==> config.mk <==
export PLATFORM = sky130hd
export DESIGN_NAME = conv_sequencer_flat
export DESIGN_NICKNAME = d
export VERILOG_FILES = /design/src/rtl/mslope_pkg.sv /design/src/rtl/conv_sequencer_if.sv /design/src/rtl/conv_sequencer_phase_cnt.sv /design/src/rtl/conv_sequencer.sv /design/src/flat_wrapper.sv
export SDC_FILE = /design/constraint.sdc
export NUM_CORES = 1
export LEC_CHECK = 0
export ABC_AREA = 1
export CELL_PAD_IN_SITES_DETAIL_PLACEMENT = 0
export CELL_PAD_IN_SITES_GLOBAL_PLACEMENT = 2
export CORE_AREA = 8 8 197 199
export CTS_CLUSTER_SIZE = 25
export DETAILED_ROUTE_END_ITERATION = 6
export DIE_AREA = 0 0 205 207
export GPL_ROUTABILITY_DRIVEN = 0
export PLACE_DENSITY = 0.88
export SETUP_SLACK_MARGIN = 0.1
export SLEW_MARGIN = 25
export SYNTH_ARGS = -nofsm -noshare
export SYNTH_HDL_FRONTEND = slang
export SYNTH_SLANG_ARGS = --single-unit
==> constraint.sdc <==
create_clock -name clk -period 7.86 [get_ports clk]
set_clock_uncertainty 0.2 [all_clocks]
set_input_delay 0.786 -clock clk [delete_from_list [all_inputs] [get_ports clk]]
set_output_delay 0.786 -clock clk [all_outputs]
set_load 0.05 [all_outputs]
==> src/rtl/mslope_pkg.sv <==
// -----------------------------------------------------------------------------
// mslope_pkg
//   Shared types for the multi-slope conversion sequencer.
//   - state_t  : sequencer state encoding (3 bits)
//   - sw_t     : integrator switch bundle, exactly one bit high outside IDLE/DONE
//   - result_t : field layout of one conversion result at the default widths
//   - sw_decode / is_fine : helpers for the switch decode and fine-slope test
// -----------------------------------------------------------------------------
package mslope_pkg;

   localparam int RD_W_DEF = 12;
   localparam int FN_W_DEF = 8;

   typedef enum logic [2:0] {
      ST_IDLE    = 3'd0,
      ST_ZERO    = 3'd1,
      ST_RUNUP   = 3'd2,
      ST_RUNDOWN = 3'd3,
      ST_N64     = 3'd4,
      ST_P8      = 3'd5,
      ST_N1      = 3'd6,
      ST_DONE    = 3'd7
   } state_t;

   typedef struct packed {
      logic szero;
      logic sinput;
      logic sp512;
      logic sn64;
      logic sp8;
      logic sn1;
   } sw_t;

   typedef struct packed {
      logic [31:0]         a;
      logic [31:0]         b;
      logic [RD_W_DEF-1:0] rd;
      logic [FN_W_DEF-1:0] n64;
      logic [FN_W_DEF-1:0] p8;
      logic [FN_W_DEF-1:0] n1;
      logic                err;
   } result_t;

   // One switch per active phase; IDLE and DONE open every switch.
   function automatic sw_t sw_decode(input state_t s);
      sw_t sw;
      sw = '0;
      case (s)
         ST_ZERO:    sw.szero  = 1'b1;
         ST_RUNUP:   sw.sinput = 1'b1;
         ST_RUNDOWN: sw.sp512  = 1'b1;
         ST_N64:     sw.sn64   = 1'b1;
         ST_P8:      sw.sp8    = 1'b1;
         ST_N1:      sw.sn1    = 1'b1;
         default:    sw        = '0;
      endcase
      return sw;
   endfunction

   function automatic logic is_fine(input state_t s);
      return (s == ST_N64) || (s == ST_P8) || (s == ST_N1);
   endfunction

endpackage

==> src/rtl/conv_sequencer_if.sv <==
// -----------------------------------------------------------------------------
// conv_sequencer_if
//   Result hand-off from the conversion sequencer to the host reader.
//   Handshake: a result transfers on every clock where res_valid and res_ready
//   are both high. Once res_valid rises, all res_* data fields stay constant
//   until that transfer; res_valid never drops without a transfer (except on
//   reset). res_ready may be driven freely and does not depend on res_valid.
//   Signals: res_valid, res_ready, res_a, res_b (32), res_rd (RD_W),
//            res_n64/res_p8/res_n1 (FN_W), res_err.
//   Modports: master = sequencer side, slave = host side.
// -----------------------------------------------------------------------------
interface conv_sequencer_if #(
   parameter int RD_W = 12,
   parameter int FN_W = 8
);
   logic            res_valid;
   logic            res_ready;
   logic [31:0]     res_a;
   logic [31:0]     res_b;
   logic [RD_W-1:0] res_rd;
   logic [FN_W-1:0] res_n64;
   logic [FN_W-1:0] res_p8;
   logic [FN_W-1:0] res_n1;
   logic            res_err;

   modport master (
      output res_valid, res_a, res_b, res_rd, res_n64, res_p8, res_n1, res_err,
      input  res_ready
   );

   modport slave (
      input  res_valid, res_a, res_b, res_rd, res_n64, res_p8, res_n1, res_err,
      output res_ready
   );
endinterface

==> src/rtl/conv_sequencer_phase_cnt.sv <==
// -----------------------------------------------------------------------------
// phase_cnt
//   Saturating up-counter that times one slope phase.
//   Ports: clk, rst (sync, active low), clr (load 1: the entry clock counts),
//          en (advance by one), cnt (W bits), sat (cnt is all ones).
//   clr wins over en; once saturated the count holds until the next clr.
// -----------------------------------------------------------------------------
module phase_cnt #(
   parameter int W = 8
) (
   input  logic         clk,
   input  logic         rst,
   input  logic         clr,
   input  logic         en,
   output logic [W-1:0] cnt,
   output logic         sat
);

   logic [W-1:0] cnt_q;
   logic [W-1:0] cnt_d;

   always_comb begin
      cnt_d = cnt_q;
      if (clr) begin
         cnt_d = W'(1);
      end else if (en && !sat) begin
         cnt_d = cnt_q + W'(1);
      end
   end

   always_ff @(posedge clk) begin
      if (!rst) begin
         cnt_q <= '0;
      end else begin
         cnt_q <= cnt_d;
      end
   end

   assign cnt = cnt_q;
   assign sat = &cnt_q;

endmodule

==> src/rtl/conv_sequencer.sv <==
// -----------------------------------------------------------------------------
// conv_sequencer
//   Runs one multi-slope conversion: zero -> runup -> rundown -> N64 -> P8 ->
//   N1, then hands the counts to the host.
//   Inputs : clk, rst (sync, active low), start, abort, runup_periods[15:0],
//            zeroLevel (async comparator), pwm_a/pwm_b[31:0].
//   Outputs: szero, sinput, sp512, sn64, sp8, sn1 (registered one-hot switch
//            decode of the next state), pwm_start, pwm_reload, busy, overrun
//            (sticky until reset), dbg_state (current FSM state).
//   res    : result handshake (master side of conv_sequencer_if).
// -----------------------------------------------------------------------------
module conv_sequencer
   import mslope_pkg::*;
#(
   parameter int CLK_DIV  = 250,
   parameter int ZERO_CYC = 5000,
   parameter int RD_W     = RD_W_DEF,
   parameter int FN_W     = FN_W_DEF
) (
   input  logic        clk,
   input  logic        rst,
   input  logic        start,
   input  logic        abort,
   input  logic [15:0] runup_periods,
   input  logic        zeroLevel,
   input  logic [31:0] pwm_a,
   input  logic [31:0] pwm_b,
   output logic        szero,
   output logic        sinput,
   output logic        pwm_start,
   output logic        pwm_reload,
   output logic        sp512,
   output logic        sn64,
   output logic        sp8,
   output logic        sn1,
   output logic        busy,
   output logic        overrun,
   output state_t      dbg_state,
   conv_sequencer_if.master res
);

   // One timer serves both the ZERO hold and the runup PWM period.
   localparam int TMR_MAX = (ZERO_CYC > CLK_DIV) ? ZERO_CYC : CLK_DIV;
   localparam int TMR_W   = $clog2(TMR_MAX + 1);

   // ---------------- comparator synchroniser ----------------
   logic zl_meta_q;
   logic zl_q;
   logic zl;

   always_ff @(posedge clk) begin
      if (!rst) begin
         zl_meta_q <= 1'b0;
         zl_q      <= 1'b0;
      end else begin
         zl_meta_q <= zeroLevel;
         zl_q      <= zl_meta_q;
      end
   end

   assign zl = zl_q;

   // ---------------- FSM and phase bookkeeping ----------------
   state_t          state_q, state_d;
   logic [TMR_W-1:0] tmr_q, tmr_d;
   logic [15:0]     per_q, per_d;
   logic [15:0]     per_tgt_q, per_tgt_d;
   logic            err_q, err_d;
   logic [31:0]     a_lat_q, a_lat_d;
   logic [31:0]     b_lat_q, b_lat_d;
   logic [FN_W-1:0] n64_q, n64_d;
   logic [FN_W-1:0] p8_q, p8_d;

   logic            runup_wrap;
   logic            runup_last;

   logic [RD_W-1:0] rd_cnt;
   logic            rd_sat;
   logic            rd_clr;
   logic            rd_en;
   logic [FN_W-1:0] fn_cnt;
   logic            fn_sat;
   logic            fn_clr;
   logic            fn_en;

   always_comb begin
      state_d   = state_q;
      tmr_d     = tmr_q;
      per_d     = per_q;
      per_tgt_d = per_tgt_q;
      err_d     = err_q;
      a_lat_d   = a_lat_q;
      b_lat_d   = b_lat_q;
      n64_d     = n64_q;
      p8_d      = p8_q;

      runup_wrap = (state_q == ST_RUNUP) && (tmr_q == TMR_W'(CLK_DIV - 1));
      // The final wrap ends runup instead of reloading the PWM.
      runup_last = runup_wrap && (per_q == per_tgt_q - 16'd1);

      case (state_q)
         ST_IDLE: begin
            if (start) begin
               state_d   = ST_ZERO;
               tmr_d     = '0;
               per_tgt_d = (runup_periods == 16'd0) ? 16'd1 : runup_periods;
               err_d     = 1'b0;
            end
         end
         ST_ZERO: begin
            if (tmr_q == TMR_W'(ZERO_CYC - 1)) begin
               state_d = ST_RUNUP;
               tmr_d   = '0;
               per_d   = '0;
            end else begin
               tmr_d = tmr_q + TMR_W'(1);
            end
         end
         ST_RUNUP: begin
            if (runup_wrap) begin
               tmr_d = '0;
               if (runup_last) begin
                  state_d = ST_RUNDOWN;
                  a_lat_d = pwm_a;
                  b_lat_d = pwm_b;
               end else begin
                  per_d = per_q + 16'd1;
               end
            end else begin
               tmr_d = tmr_q + TMR_W'(1);
            end
         end
         // Each slope runs until the comparator flips; a saturated counter
         // ends the slope the same way and flags the result.
         ST_RUNDOWN: begin
            if (!zl || rd_sat) begin
               state_d = ST_N64;
               err_d   = err_q | rd_sat;
            end
         end
         ST_N64: begin
            if (zl || fn_sat) begin
               state_d = ST_P8;
               n64_d   = fn_cnt;
               err_d   = err_q | fn_sat;
            end
         end
         ST_P8: begin
            if (!zl || fn_sat) begin
               state_d = ST_N1;
               p8_d    = fn_cnt;
               err_d   = err_q | fn_sat;
            end
         end
         ST_N1: begin
            if (zl || fn_sat) begin
               state_d = ST_DONE;
               err_d   = err_q | fn_sat;
            end
         end
         ST_DONE: begin
            state_d = ST_IDLE;
         end
         default: begin
            state_d = ST_IDLE;
         end
      endcase

      if (abort) begin
         state_d = ST_IDLE;
      end
   end

   // Counters restart on entry and only advance while the phase continues,
   // so after the exit clock they still hold the finished phase's count.
   assign rd_clr = (state_d == ST_RUNDOWN) && (state_q != ST_RUNDOWN);
   assign rd_en  = (state_q == ST_RUNDOWN) && (state_d == ST_RUNDOWN);
   assign fn_clr = is_fine(state_d) && (state_d != state_q);
   assign fn_en  = is_fine(state_q) && (state_d == state_q);

   phase_cnt #(.W(RD_W)) u_rd_cnt (
      .clk (clk),
      .rst (rst),
      .clr (rd_clr),
      .en  (rd_en),
      .cnt (rd_cnt),
      .sat (rd_sat)
   );

   // N64, P8 and N1 never overlap, so they share one counter; N64 and P8
   // are parked in n64_q/p8_q when their phase ends.
   phase_cnt #(.W(FN_W)) u_fn_cnt (
      .clk (clk),
      .rst (rst),
      .clr (fn_clr),
      .en  (fn_en),
      .cnt (fn_cnt),
      .sat (fn_sat)
   );

   always_ff @(posedge clk) begin
      if (!rst) begin
         state_q   <= ST_IDLE;
         tmr_q     <= '0;
         per_q     <= '0;
         per_tgt_q <= 16'd1;
         err_q     <= 1'b0;
         a_lat_q   <= '0;
         b_lat_q   <= '0;
         n64_q     <= '0;
         p8_q      <= '0;
      end else begin
         state_q   <= state_d;
         tmr_q     <= tmr_d;
         per_q     <= per_d;
         per_tgt_q <= per_tgt_d;
         err_q     <= err_d;
         a_lat_q   <= a_lat_d;
         b_lat_q   <= b_lat_d;
         n64_q     <= n64_d;
         p8_q      <= p8_d;
      end
   end

   // ---------------- registered control outputs ----------------
   sw_t  sw_q, sw_d;
   logic busy_q, busy_d;
   logic pwm_start_q, pwm_start_d;
   logic pwm_reload_q, pwm_reload_d;

   always_comb begin
      sw_d         = sw_decode(state_d);
      busy_d       = (state_d != ST_IDLE);
      pwm_start_d  = (state_q == ST_ZERO) && (state_d == ST_RUNUP);
      pwm_reload_d = runup_wrap && !runup_last && !abort;
   end

   always_ff @(posedge clk) begin
      if (!rst) begin
         sw_q         <= '0;
         busy_q       <= 1'b0;
         pwm_start_q  <= 1'b0;
         pwm_reload_q <= 1'b0;
      end else begin
         sw_q         <= sw_d;
         busy_q       <= busy_d;
         pwm_start_q  <= pwm_start_d;
         pwm_reload_q <= pwm_reload_d;
      end
   end

   // ---------------- result register and handshake ----------------
   logic            res_valid_q, res_valid_d;
   logic [31:0]     res_a_q, res_a_d;
   logic [31:0]     res_b_q, res_b_d;
   logic [RD_W-1:0] res_rd_q, res_rd_d;
   logic [FN_W-1:0] res_n64_q, res_n64_d;
   logic [FN_W-1:0] res_p8_q, res_p8_d;
   logic [FN_W-1:0] res_n1_q, res_n1_d;
   logic            res_err_q, res_err_d;
   logic            overrun_q, overrun_d;
   logic            done_now;
   logic            done_load;

   always_comb begin
      res_valid_d = res_valid_q;
      res_a_d     = res_a_q;
      res_b_d     = res_b_q;
      res_rd_d    = res_rd_q;
      res_n64_d   = res_n64_q;
      res_p8_d    = res_p8_q;
      res_n1_d    = res_n1_q;
      res_err_d   = res_err_q;
      overrun_d   = overrun_q;

      done_now  = (state_q == ST_DONE) && !abort;
      // A host accept in the DONE clock frees the slot for the new result.
      done_load = done_now && (!res_valid_q || res.res_ready);

      if (res_valid_q && res.res_ready) begin
         res_valid_d = 1'b0;
      end

      if (done_load) begin
         res_valid_d = 1'b1;
         res_a_d     = a_lat_q;
         res_b_d     = b_lat_q;
         res_rd_d    = rd_cnt;
         res_n64_d   = n64_q;
         res_p8_d    = p8_q;
         res_n1_d    = fn_cnt;
         res_err_d   = err_q;
      end else if (done_now) begin
         overrun_d = 1'b1;
      end
   end

   always_ff @(posedge clk) begin
      if (!rst) begin
         res_valid_q <= 1'b0;
         res_a_q     <= '0;
         res_b_q     <= '0;
         res_rd_q    <= '0;
         res_n64_q   <= '0;
         res_p8_q    <= '0;
         res_n1_q    <= '0;
         res_err_q   <= 1'b0;
         overrun_q   <= 1'b0;
      end else begin
         res_valid_q <= res_valid_d;
         res_a_q     <= res_a_d;
         res_b_q     <= res_b_d;
         res_rd_q    <= res_rd_d;
         res_n64_q   <= res_n64_d;
         res_p8_q    <= res_p8_d;
         res_n1_q    <= res_n1_d;
         res_err_q   <= res_err_d;
         overrun_q   <= overrun_d;
      end
   end

   // ---------------- output mapping ----------------
   assign szero      = sw_q.szero;
   assign sinput     = sw_q.sinput;
   assign sp512      = sw_q.sp512;
   assign sn64       = sw_q.sn64;
   assign sp8        = sw_q.sp8;
   assign sn1        = sw_q.sn1;
   assign busy       = busy_q;
   assign pwm_start  = pwm_start_q;
   assign pwm_reload = pwm_reload_q;
   assign overrun    = overrun_q;
   assign dbg_state  = state_q;

   assign res.res_valid = res_valid_q;
   assign res.res_a     = res_a_q;
   assign res.res_b     = res_b_q;
   assign res.res_rd    = res_rd_q;
   assign res.res_n64   = res_n64_q;
   assign res.res_p8    = res_p8_q;
   assign res.res_n1    = res_n1_q;
   assign res.res_err   = res_err_q;

endmodule
==> src/flat_wrapper.sv <==
// flat-port wrapper written by rule: the top's interface ports become plain ports
module conv_sequencer_flat import mslope_pkg::*;
#(
   parameter int CLK_DIV  = 250,
   parameter int ZERO_CYC = 5000,
   parameter int RD_W     = RD_W_DEF,
   parameter int FN_W     = FN_W_DEF
)
  (clk, rst, start, abort, runup_periods, zeroLevel, pwm_a, pwm_b, szero, sinput, pwm_start, pwm_reload, sp512, sn64, sp8, sn1, busy, overrun, dbg_state, res_res_valid, res_res_a, res_res_b, res_res_rd, res_res_n64, res_res_p8, res_res_n1, res_res_err, res_res_ready);
  conv_sequencer_if #(.RD_W(RD_W), .FN_W(FN_W)) res_i ();
  input  logic clk;
  input  logic rst;
  input  logic start;
  input  logic abort;
  input  logic [15:0] runup_periods;
  input  logic zeroLevel;
  input  logic [31:0] pwm_a;
  input  logic [31:0] pwm_b;
  output logic szero;
  output logic sinput;
  output logic pwm_start;
  output logic pwm_reload;
  output logic sp512;
  output logic sn64;
  output logic sp8;
  output logic sn1;
  output logic busy;
  output logic overrun;
  output state_t dbg_state;
  output wire logic [$bits(res_i.res_valid)-1:0] res_res_valid;
  output wire logic [$bits(res_i.res_a)-1:0] res_res_a;
  output wire logic [$bits(res_i.res_b)-1:0] res_res_b;
  output wire logic [$bits(res_i.res_rd)-1:0] res_res_rd;
  output wire logic [$bits(res_i.res_n64)-1:0] res_res_n64;
  output wire logic [$bits(res_i.res_p8)-1:0] res_res_p8;
  output wire logic [$bits(res_i.res_n1)-1:0] res_res_n1;
  output wire logic [$bits(res_i.res_err)-1:0] res_res_err;
  input wire logic [$bits(res_i.res_ready)-1:0] res_res_ready;
  assign res_res_valid = res_i.res_valid;
  assign res_res_a = res_i.res_a;
  assign res_res_b = res_i.res_b;
  assign res_res_rd = res_i.res_rd;
  assign res_res_n64 = res_i.res_n64;
  assign res_res_p8 = res_i.res_p8;
  assign res_res_n1 = res_i.res_n1;
  assign res_res_err = res_i.res_err;
  assign res_i.res_ready = res_res_ready;
  conv_sequencer #(.CLK_DIV(CLK_DIV), .ZERO_CYC(ZERO_CYC), .RD_W(RD_W), .FN_W(FN_W)) u_core (.clk(clk), .rst(rst), .start(start), .abort(abort), .runup_periods(runup_periods), .zeroLevel(zeroLevel), .pwm_a(pwm_a), .pwm_b(pwm_b), .szero(szero), .sinput(sinput), .pwm_start(pwm_start), .pwm_reload(pwm_reload), .sp512(sp512), .sn64(sn64), .sp8(sp8), .sn1(sn1), .busy(busy), .overrun(overrun), .dbg_state(dbg_state), .res(res_i));
endmodule
==> results by group, run 1 <==
Run status
  • Status: finished clean

Pwr
  • Leak pwr: 5.152 nW
  • Switching part of the total: 0.2285
  • Clock share of power: 0.488
  • Worst vdd ir: approximately 0.17 mV
  • NetSw: around 0.00067 W
  • Combinational group share of total power: 0.053
  • Flop pwr share: 0.459
  • Internal power: between 0.002 and 0.0025 W
  • Pwr/cell area: 201.3 nW/um^2

Layout
  • Reg area: 5265 um^2
  • ANT cells: 0
  • Fraction of layout cells with a size suffix above 1: 0.05931
  • Fillers: 3734
  • Final Cell Area: 14640 um^2
  • Area of the multi-input gates: 5101 um^2
  • Layout area overhead: 29.95%
  • NumNets Final: roughly 1800
  • Non-filler cells, final: 2171

Clock network
  • CTS Hold Bufs: 0
  • # Post-CTS Setup Buffers: 0
  • Number of buffers created by CTS: 30
  • CTS tree: yes
  • Clock sink total: 263
  • Root buf cell: clkbuf_16
  • Clk_lat worst skew: 560 ps
  • Worst-path clk slew: 60 ps
  • Post-CTS sizing: 0
  • # H-tree levels: 1
  • Worst-case clock buffer depth: 3

Detailed routing
  • DR WL/cell: 15.82 um
  • M1 WL: between 15000 and 20000 um
  • DRC viols: 0
  • Routed met2 length: 14680 um
  • Post-Route WL: 34350 um
  • Top routing layer in use: met5
  • Routed wire length on met3: 2517 um
  • Drt pass-1 iters: 7
  • DR iter-0 viols: 720
  • Via count: roughly 10000
  • Vias/cell: between 4 and 5
  • Antenna viol nets, final: 0

Timing
  • Rel. slew slack: 0.3457
  • Final setup vio count: 0
  • Min Tclk post-route: 3727 ps
  • Max frequency: 268.3 MHz
  • Final Hold Vio Count: 0
  • Tcrit/Tclk final: 0.4742
  • Setup TNS Final: 0 ps
  • RSZ-0062 raised after global routing: false
  • Worst-margin pin slew: 981.4 ps
  • Slew Limit Fails: 0

Logic synthesis
  • Mapped Cells: roughly 1500
  • Top-area cell type share of the netlist area: 0.4674
  • Cell Area, Synth: 11260 um^2
  • Yosys top cell by area: dfxtp_1
  • Synthesis Warnings: 0
  • Synth top area cells: dfxtp_1 (47%), nand2_1 (9.3%), a21oi_1 (6.8%)
  • Sequential element share of the synthesized area: 0.4674
  • Syn Area/Cell: 7.406 um^2
  • Number of library cell types mapped by synthesis: 39
  • FF+latch count, synth: ~260
  • Mapped Nets: about 1600

GRT
  • Grt total ovfl: 0
  • First-pass GRT wire length: approximately 56000 um
  • Largest net degree at the start of global routing: 104
  • Initial antenna violation count: 1
  • GR Util All Layers: 0.1574
  • Vias in the first global route: 10270

Worst setup path
  • Startpoint types: flop
  • RR Endpoint: u_core.u_rd_cnt.cnt[6]
  • CP max stage delay: roughly 560 ps
  • Crit path max-delay cell type: o21ai_2
  • Critical Path AT: 3930 ps
  • Crit path cell chain: inv_2 -> ha_1 -> inv_1 -> nand2_1 -> nand2_1 -> nor2_1 -> nand2_1 -> nor2_1 -> nand2_1 -> nor2_1 -> nand2_1 -> nor2_2 -> nand3_4 -> nand2_2 -> nand3_2 -> nor2_4 -> inv_2 -> o21ai_2 -> a21oi_1
  • Most used cell, CP: nand2_1
  • FF-to-FF Start: u_core.per_tgt_q[0]
  • Worst Path Max Fanout: 35
  • Nature of the critical path endpoint: flop
  • WP data required: 8060 ps
  • Worst reg-to-reg path cell count: 19
  • Flop2flop setup slack: 4130 ps
  • Critical path class: flop to flop

Hold path
  • Worst Hold Depth: 2
  • Worst hold path type: flop to flop
  • WHS Endpoint: u_core.zl
  • Hold path startpoint: u_core.zl_meta_q

Run
  • Maxcap violations: 0

Placed design
  • Port bufs: 200
  • Post-DP Area: 13620 um^2
  • Placed Cells: around 2100
  • Final HPWL DP: approximately 24000 um

Floorplan
  • DIE HEIGHT: 207 um
  • # rows: 70
  • Total die area: about 42000 um^2
  • Die Width: between 200 and 250 um
  • I/O pin count: around 200
  • Placeable Area: 35910 um^2
  • Starting density of the core: 0.3137
==> through the flow <==
stage,hold WS [ps],total power (W),setup slack [ps],utilization
6_report,220.9,0.002947,4133,0.4076
5_1_grt,248.4,0.003067,3761,0.4076
4_1_cts,226.6,0.002993,4072,0.4076
3_5_place_dp,214.3,0.001540,4086,0.3793
3_3_place_gp,209.5,0.001540,4148,0.3793
2_1_floorplan,190.5,0.001465,5285,-
==> critical path: cells and delay by family (launching register included) <==
kind / cells / cell delay [ps]
flip-flops: 1 / 420
adder cells (fa/ha/maj): 1 / 310
AND/OR/NAND/NOR: 13 / 1820
buffers and inverters: 3 / 180
AO/OA/AOI/OAI: 2 / 640
==> cells in the final DEF, fill, tap and decap left out, drive strengths merged, types with 7 or more instances in the layout <==
| master | count |
|---|---|
| nand2 | 286 |
| dfxtp | 263 |
| clkdlybuf4s50 | 200 |
| nor2 | 187 |
| inv | 163 |
| a21oi | 161 |
| nand3 | 149 |
| a211oi | 72 |
| o21ai | 41 |
| clkbuf | 40 |
| nor3 | 35 |
| xor2 | 24 |
| nand4 | 14 |
| xnor2 | 12 |
| nor4 | 8 |
| clkinv | 8 |
| buf | 7 |
==> cells by family after synthesis <==
group	after synthesis	share of synthesized area
simple gates	694	0.2706
compound gates	281	0.1458
flops	263	0.4674
buf+inv	241	0.08153
xor+xnor	36	0.02799
fa+ha+maj	6	0.006664
==> cells in the mapped netlist <==
cell	number
nand3b_1	6
a211oi_1	72
o221a_2	1
o21a_1	2
nor2_4	3
dfxtp_1	263
nor2_1	174
a21oi_1	153
inv_1	156
nor2_2	9
buf_2	2
nor3_1	35
or2_2	4
a21oi_2	8
nor4_1	8
o21bai_1	1
buf_6	1
o21ai_0	38
buf_4	1
nand4_1	14
xor2_1	24
nand3_1	145
nor3b_2	1
xnor2_1	12
o21ai_1	2
nor2_8	1
clkbuf_1	73
nand2_1	280
a31oi_1	1
o21ai_2	1
inv_2	6
nand2_4	1
nand3_2	4
buf_1	2
ha_1	6
a221oi_1	1
nand2_2	5
o311ai_0	1
nor3b_1	4
==> cell type report <==
type	instances	share of cell area
flip-flops and latches	263	0.3597
multi-input cells	1017	0.3485
repair buffers	207	0.1404
clock buffers	40	0.05590
inverters	162	0.04197
well taps	468	0.04000
clock inverters	14	0.01359
==> layer usage <==
layer / up-vias / track usage
met5: - / 0
met4: 2 / 0.03205
met3: 34 / 0.04650
met2: 225 / 0.2376
met1: 4787 / 0.2193
li1: 5310 / -
==> state kept, by name (all words and copies together), names as in the netlist, 8 cells and up <==
| name | cells |
|---|---|
| u_core.u_rd_cnt.cnt | 12 |
| u_core.res.res_p8 | 8 |
| u_core.p8_q | 8 |
| u_core.n64_q | 8 |
| u_core.a_lat_q | 32 |
| u_core.per_q | 16 |
| u_core.res.res_b | 32 |
| u_core.res.res_n1 | 8 |
| u_core.b_lat_q | 32 |
| u_core.res.res_rd | 12 |
| u_core.res.res_n64 | 8 |
| u_core.per_tgt_q | 16 |
| u_core.u_fn_cnt.cnt | 8 |
| u_core.tmr_q | 13 |
| u_core.res.res_a | 32 |
==> power by group through the flow <==
stage / Sequential [W] / Clock, W / Combinational, W
2_1_floorplan: 0.00138 / 0 / 0.0000849
3_3_place_gp: 0.00138 / 0 / 0.000158
3_5_place_dp: 0.00138 / 0 / 0.000159
4_1_cts: 0.00135 / 0.00148 / 0.000159
5_1_grt: 0.00135 / 0.00154 / 0.000176
6_report: 0.00135 / 0.00144 / 0.000158
==> how the worst max path moves through the flow <==
stage | start | endpoint | slack [ps] | cells after the start
after floorplan | u_core.dbg_state[0] | u_core.u_rd_cnt.cnt[11] | 5280 | 13
after global placement | u_core.per_tgt_q[0] | u_core.u_rd_cnt.cnt[11] | 4150 | 19
after detailed placement | u_core.per_tgt_q[0] | u_core.u_rd_cnt.cnt[1] | 4090 | 19
after CTS | u_core.per_tgt_q[0] | u_core.u_rd_cnt.cnt[6] | 4070 | 19
after global routing | u_core.per_tgt_q[0] | u_core.u_rd_cnt.cnt[11] | 3760 | 19
final | u_core.per_tgt_q[0] | u_core.u_rd_cnt.cnt[6] | 4130 | 19
No activity file was read; power rests on OpenSTA's default activity.
==> run 2: changes to the inputs <==
--- a/config.mk
+++ b/config.mk
@@ -8,12 +8,12 @@
 export ABC_AREA = 1
 export CELL_PAD_IN_SITES_DETAIL_PLACEMENT = 0
 export CELL_PAD_IN_SITES_GLOBAL_PLACEMENT = 2
-export CORE_AREA = 8 8 197 199
+export CORE_AREA = 8 8 203 205
 export CTS_CLUSTER_SIZE = 25
 export DETAILED_ROUTE_END_ITERATION = 6
-export DIE_AREA = 0 0 205 207
+export DIE_AREA = 0 0 211 213
 export GPL_ROUTABILITY_DRIVEN = 0
-export PLACE_DENSITY = 0.88
+export PLACE_DENSITY = 0.84
 export SETUP_SLACK_MARGIN = 0.1
 export SLEW_MARGIN = 25
 export SYNTH_ARGS = -nofsm -noshare
==> constraint.sdc (replaced) <==
create_clock -name clk -period 3.53 [get_ports clk]
set_clock_uncertainty 0.2 [all_clocks]
set_input_delay 0.353 -clock clk [delete_from_list [all_inputs] [get_ports clk]]
set_output_delay 0.353 -clock clk [all_outputs]
set_load 0.05 [all_outputs]
==> results by group, run 2 (synthesis results as in run 1) <==
Run status
  • Status: finished clean

Timing
  • Final setup vio count: 0 (unchanged)
  • Setup TNS Final: 0 ps (unchanged)
  • Rel. slew slack: 0.3710 (+0.02523)
  • Min Tclk post-route: 2979 ps (-748.9 ps)
  • Worst-margin pin slew: 943.6 ps (-37.84 ps)
  • Max frequency: 335.7 MHz (+25%)
  • Tcrit/Tclk final: 0.8438 (+0.3695)
  • Final Hold Vio Count: 0 (unchanged)
  • Slew Limit Fails: 0 (unchanged)
  • RSZ-0062 raised after global routing: false

Worst setup path
  • Crit path cell chain: inv_2 -> ha_1 -> nand2_1 -> nand2_1 -> nor2_1 -> nand2_1 -> nor2_1 -> nand2_1 -> nor2_1 -> nand2_1 -> nor2_2 -> nand3_4 -> nand2_2 -> nand3_2 -> nor2_4 -> nand2_2 -> inv_2 -> nand2_1 -> a21oi_2
  • Critical path class: flop to flop
  • Critical Path AT: 3290 ps (-640 ps)
  • Delay-heaviest family, CP: simple AND/OR/NAND/NOR gates
  • CP max stage delay: 390 ps (-170 ps)
  • Worst Path Max Fanout: 12 (-66%)
  • Nature of the critical path endpoint: flop
  • Crit path max-delay cell type: dfxtp_1
  • WP data required: 3840 ps (-4220 ps)
  • Startpoint types: flop
  • Most used cell, CP: nand2_1
  • Flop2flop setup slack: 550 ps (-3580 ps)
  • CP bufs+invs: 2 (-1)

Floorplan
  • Placeable Area: 38110 um^2 (+6.1%)
  • DIE HEIGHT: 213 um (+2.9%)
  • Total die area: 44940 um^2 (+5.9%)
  • I/O pin count: 201 (unchanged)
  • Die Width: 211 um (+2.9%)
  • # rows: 72 (+2.9%)
  • Starting density of the core: 0.2956 (-0.01809)

Placed design
  • Post-DP Area: 13780 um^2 (+1.1%)
  • Port bufs: 200 (unchanged)
  • Final HPWL DP: 23480 um (-0.79%)

Detailed routing
  • Post-Route WL: 34410 um (+0.18%)
  • Via count: 10350 (-0.13%)
  • Drt pass-1 iters: 6 (-1)
  • Antenna viol nets, final: 0 (unchanged)
  • DRC viols: 0 (unchanged)
  • Vias/cell: 4.639 (-2.8%)
  • DR iter-0 viols: 499 (-31%)
  • DR WL/cell: 15.43 um (-2.5%)

GRT
  • Largest net degree at the start of global routing: 103 (-0.96%)
  • First-pass GRT wire length: 55250 um (-1.3%)
  • Grt total ovfl: 0 (unchanged)
  • Vias in the first global route: 10320 (+0.46%)
  • Initial antenna violation count: 4 (+3)
  • GR Util All Layers: 0.1486 (-0.008851)

Layout
  • Fraction of layout cells with a size suffix above 1: 0.06604 (+0.006736)
  • NumNets Final: 1778 (+0.28%)
  • Layout area overhead: 31.88%
  • Commonest non-fill, non-tap cell in the layout: nand2_1
  • Commonest non-fill, non-tap cells in the layout: nand2_1 (279), dfxtp_1 (263), clkdlybuf4s50_1 (200)
  • Final Cell Area: 14860 um^2 (+1.5%)

Clock network
  • CTS Hold Bufs: 0 (unchanged)
  • Worst-path clk slew: 60 ps (about the same)
  • Clk_lat worst skew: 580 ps (+20 ps)
  • Worst-case clock buffer depth: 3 (unchanged)
  • # H-tree levels: 1 (unchanged)
  • # Post-CTS Setup Buffers: 0 (unchanged)
  • Clock sink total: 263 (unchanged)
  • CTS tree: yes
  • Root buf cell: clkbuf_16
  • Post-CTS sizing: 0 (unchanged)
  • Number of buffers created by CTS: 31 (+3.3%)

Pwr
  • Clock share of power: 0.498 (+0.010)
  • Switching part of the total: 0.2344 (+0.005902)
  • Flop pwr share: 0.449 (-0.010)
  • NetSw: 0.001571 W (+130%)
  • Pwr/cell area: 451.2 nW/um^2 (+120%)
  • Combinational group share of total power: 0.053 (about the same)
  • Leak pwr: 5.229 nW (+1.5%)
  • Worst vdd ir: 0.3550 mV (+110%)
  • Internal power: 0.005132 W (+130%)

Run
  • Maxcap violations: 0 (unchanged)

Hold path
  • Worst hold path type: input port to flop
==> run 2: through the flow <==
| step | util | power [W] | instances | setup WS [ps] | hold slack [ps] |
|---|---|---|---|---|---|
| 2_1_floorplan | - | 0.003263 | 1521 | 954.9 | 190.5 |
| 3_3_place_gp | 0.3615 | 0.003439 | 2171 | 627.6 | 215.2 |
| 3_5_place_dp | 0.3615 | 0.003436 | 2171 | 539.5 | 241.2 |
| 4_1_cts | 0.3898 | 0.006808 | 2229 | 520.2 | 115.4 |
| 5_1_grt | 0.3898 | 0.006949 | 2229 | 216.7 | 145.2 |
| 6_report | 0.3898 | 0.006702 | 2230 | 551.5 | 149.7 |
==> run 2: layout make-up <==
type / instances / area [um^2]
fillers: 3982 / 23250
repair buffers: 211 / 2147
well taps: 518 / 648.1
inverters: 162 / 614.3
flip-flops and latches: 263 / 5265
clock inverters: 17 / 193.9
multi-input cells: 1017 / 5101
clock buffers: 41 / 883.3
diodes: 1 / 2.502
==> run 2: worst paths after layout <==
path | to | depth (start not counted) | from
max | u_core.u_rd_cnt.cnt[9] | 19 | u_core.per_tgt_q[0]
min | u_core.zl_meta_q | 3 | zeroLevel
max reg2reg | u_core.u_rd_cnt.cnt[9] | 19 | u_core.per_tgt_q[0]
min reg2reg | u_core.zl | 2 | u_core.zl_meta_q
==> run 2: layer usage <==
metal,GRT usage,vias up,wire length [um]
met3,0.04506,48,2480
li1,-,5336,-
met2,0.2327,220,14800
met5,0,-,41
met1,0.1973,4735,16470
met4,0.03716,6,614
==> run 2: power groups by stage <==
stage | clock [W] | combinational, W | sequential (W)
2_1_floorplan | 0 | 0.000189 | 0.00307
3_3_place_gp | 0 | 0.000362 | 0.00308
3_5_place_dp | 0 | 0.000359 | 0.00308
4_1_cts | 0.00344 | 0.000361 | 0.00301
5_1_grt | 0.00354 | 0.000397 | 0.00301
6_report | 0.00334 | 0.000357 | 0.00301
==> run 2: worst reg2reg max path, stage by stage (launching register included) <==
cell	delay, ps
dfxtp_1	390
inv_2	80
ha_1	310
nand2_1	80
nand2_1	50
nor2_1	130
nand2_1	70
nor2_1	80
nand2_1	70
nor2_1	80
nand2_1	80
nor2_2	150
nand3_4	120
nand2_2	100
nand3_2	130
nor2_4	160
nand2_2	190
inv_2	230
nand2_1	100
a21oi_2	120
==> run 3: changes to the inputs <==
==> constraint.sdc (replaced) <==
create_clock -name clk -period 2.8 [get_ports clk]
set_clock_uncertainty 0.2 [all_clocks]
set_input_delay 0.28 -clock clk [delete_from_list [all_inputs] [get_ports clk]]
set_output_delay 0.28 -clock clk [all_outputs]
set_load 0.05 [all_outputs]
==> results by group, run 3 (synthesis results as in run 1) <==
Clock network
  • Root buf cell: clkbuf_16
  • CTS Hold Bufs: 0 (unchanged)
  • Number of buffers created by CTS: 31 (unchanged)
  • Clock sink total: 263 (unchanged)
  • # H-tree levels: 1 (unchanged)
  • Clk_lat worst skew: 580 ps (about the same)
  • CTS tree: yes
  • Worst-case clock buffer depth: 3 (unchanged)
  • Worst-path clk slew: 60 ps (about the same)

Worst setup path
  • Nature of the critical path endpoint: flop
  • Critical Path AT: 2990 ps (-300 ps)
  • WP data required: 3030 ps (-810 ps)
  • Crit path cell chain: inv_2 -> ha_4 -> inv_2 -> nand2_1 -> nand2_1 -> nor2_2 -> nand2_1 -> nor2_1 -> nand2_1 -> nor2_1 -> nand2_1 -> nor2_4 -> nand3_4 -> buf_4 -> buf_8 -> buf_12 -> nor2_2 -> a211oi_2
  • CP bufs+invs: 5 (+3)
  • Critical path class: flop to flop
  • Delay-heaviest family, CP: simple AND/OR/NAND/NOR gates
  • CP max stage delay: 340 ps (-50 ps)
  • Crit path max-delay cell type: dfxtp_2
  • Startpoint types: flop
  • Most used cell, CP: nand2_1
  • Worst Path Max Fanout: 58 (+46)

Layout
  • Fraction of layout cells with a size suffix above 1: 0.1657 (+0.09968)
  • Final core area utilization: 0.4210 (+0.03119)
  • Commonest non-fill, non-tap cells in the layout: nand2_1 (272), dfxtp_1 (256), clkdlybuf4s50_1 (200)
  • Layout area overhead: 42.43%
  • Fillers: 3873 (-2.7%)
  • Commonest non-fill, non-tap cell in the layout: nand2_1
  • NumNets Final: 1836 (+3.3%)

Detailed routing
  • Post-Route WL: 35870 um (+4.3%)
  • DRC viols: 0 (unchanged)
  • Vias/cell: 4.697 (+1.2%)
  • Drt pass-1 iters: 5 (-1)
  • DR WL/cell: 15.68 um (+1.6%)
  • DR iter-0 viols: 539 (+8.0%)
  • Via count: 10750 (+3.9%)
  • Antenna viol nets, final: 0 (unchanged)

Pwr
  • Leak pwr: 5.622 nW (+7.5%)
  • Pwr/cell area: 521.4 nW/um^2 (+16%)
  • Total power: 0.008365 W (+25%)
  • Worst vdd ir: 0.4679 mV (+32%)

Timing
  • RSZ-0062 raised after global routing: true
  • Worst Hold Slack: 62.34 ps (-87.36 ps)
  • Slew Limit Fails: 0 (unchanged)
  • Min Tclk post-route: 2765 ps (-213.9 ps)
  • Setup TNS Final: 0 ps (unchanged)
  • Max frequency: 361.7 MHz (+7.7%)
  • Final setup vio count: 0 (unchanged)
  • Final Hold Vio Count: 0 (unchanged)
  • Post-layout worst setup margin: 35.36 ps (-516.1 ps)
  • Tcrit/Tclk final: 0.9874 (+0.1436)
  • Rel. slew slack: 0.5606 (+0.1896)
  • Worst-margin pin slew: 657.1 ps (-286.5 ps)

Floorplan
  • Starting density of the core: 0.2956 (unchanged)
  • I/O pin count: 201 (unchanged)
  • DIE HEIGHT: 213 um (unchanged)
  • Total die area: 44940 um^2 (unchanged)
  • # rows: 72 (unchanged)
  • Placeable Area: 38110 um^2 (unchanged)
  • Die Width: 211 um (unchanged)

Run
  • Maxcap violations: 0 (unchanged)

GRT
  • Largest net degree at the start of global routing: 73 (-29%)
  • First-pass GRT wire length: 56460 um (+2.2%)
  • GRT busiest layer: met2
  • GR Util All Layers: 0.1515 (+0.002895)
  • Grt total ovfl: 0 (unchanged)
  • Initial antenna violation count: 5 (+1)
  • Grt met3 use: 0.05401 (+0.008953)
  • Met2 Use GR: 0.2359 (+0.003124)
  • Vias in the first global route: 10580 (+2.6%)
  • Global routing usage on met1: 0.1995 (+0.002199)

Placed design
  • Port bufs: 200 (unchanged)
  • Final HPWL DP: 24560 um (+4.6%)
  • Pre-CTS setup slack: -11.09 ps (-550.6 ps)

Run status
  • Status: finished clean

Hold path
  • Worst hold path type: input port to flop
==> run 3: worst reg2reg max path, delay by kind of cell (launching register included) <==
kind | cells | cell delay, ps
buf+inv | 5 | 580
simple gates | 11 | 1170
fa+ha+maj | 1 | 260
flops | 1 | 340
compound gates | 1 | 50
==> run 3: cell type report <==
| type | instances | area, um^2 | area share |
|---|---|---|---|
| diodes | 2 | 5.005 | 0.0003119 |
| clock buffers | 39 | 865.8 | 0.05397 |
| clock inverters | 18 | 167.7 | 0.01045 |
| inverters | 162 | 616.8 | 0.03845 |
| multi-input cells | 1017 | 5718 | 0.3564 |
| flip-flops and latches | 263 | 5274 | 0.3287 |
| well taps | 518 | 648.1 | 0.04040 |
| repair buffers | 269 | 2749 | 0.1713 |
==> run 3: path summary, 6_finish.rpt <==
path                        from                 to  slack [ps]  depth (start not counted)
max          u_core.per_tgt_q[1]  u_core.a_lat_q[7]          40                         18
min                    zeroLevel   u_core.zl_meta_q          60                          3
max reg2reg  u_core.per_tgt_q[1]  u_core.a_lat_q[7]          40                         18
min reg2reg     u_core.zl_meta_q          u_core.zl         230                          2
==> run 3: timing repair <==
action,in CTS,in global routing
pin swaps,1,18
endpoints found under the setup margin,19,104
buffers inserted,1,5
resized for setup,2,169
cloned,0,4
==> run 3: report_power, final <==
part           switching [W]  internal, W  leakage, nW
combinational       0.000292     0.000231         2.98
sequential         0.0000292      0.00377         2.12
clock                0.00167      0.00238        0.517
total                0.00199      0.00637         5.62
==> run 3: routing by layer <==
layer | routed length (um) | vias to the layer above
met5 | 43 | -
met4 | 472 | 6
met3 | 2824 | 39
met2 | 15870 | 231
met1 | 16660 | 5016
li1 | - | 5454
==> run 3: stage by stage <==
step           cell area (um^2)  std cells
3_5_place_dp              14220       2219
3_3_place_gp              14220       2219
4_1_cts                   15270       2277
5_1_grt                   16040       2286
2_1_floorplan             11260       1521
6_report                  16040       2288
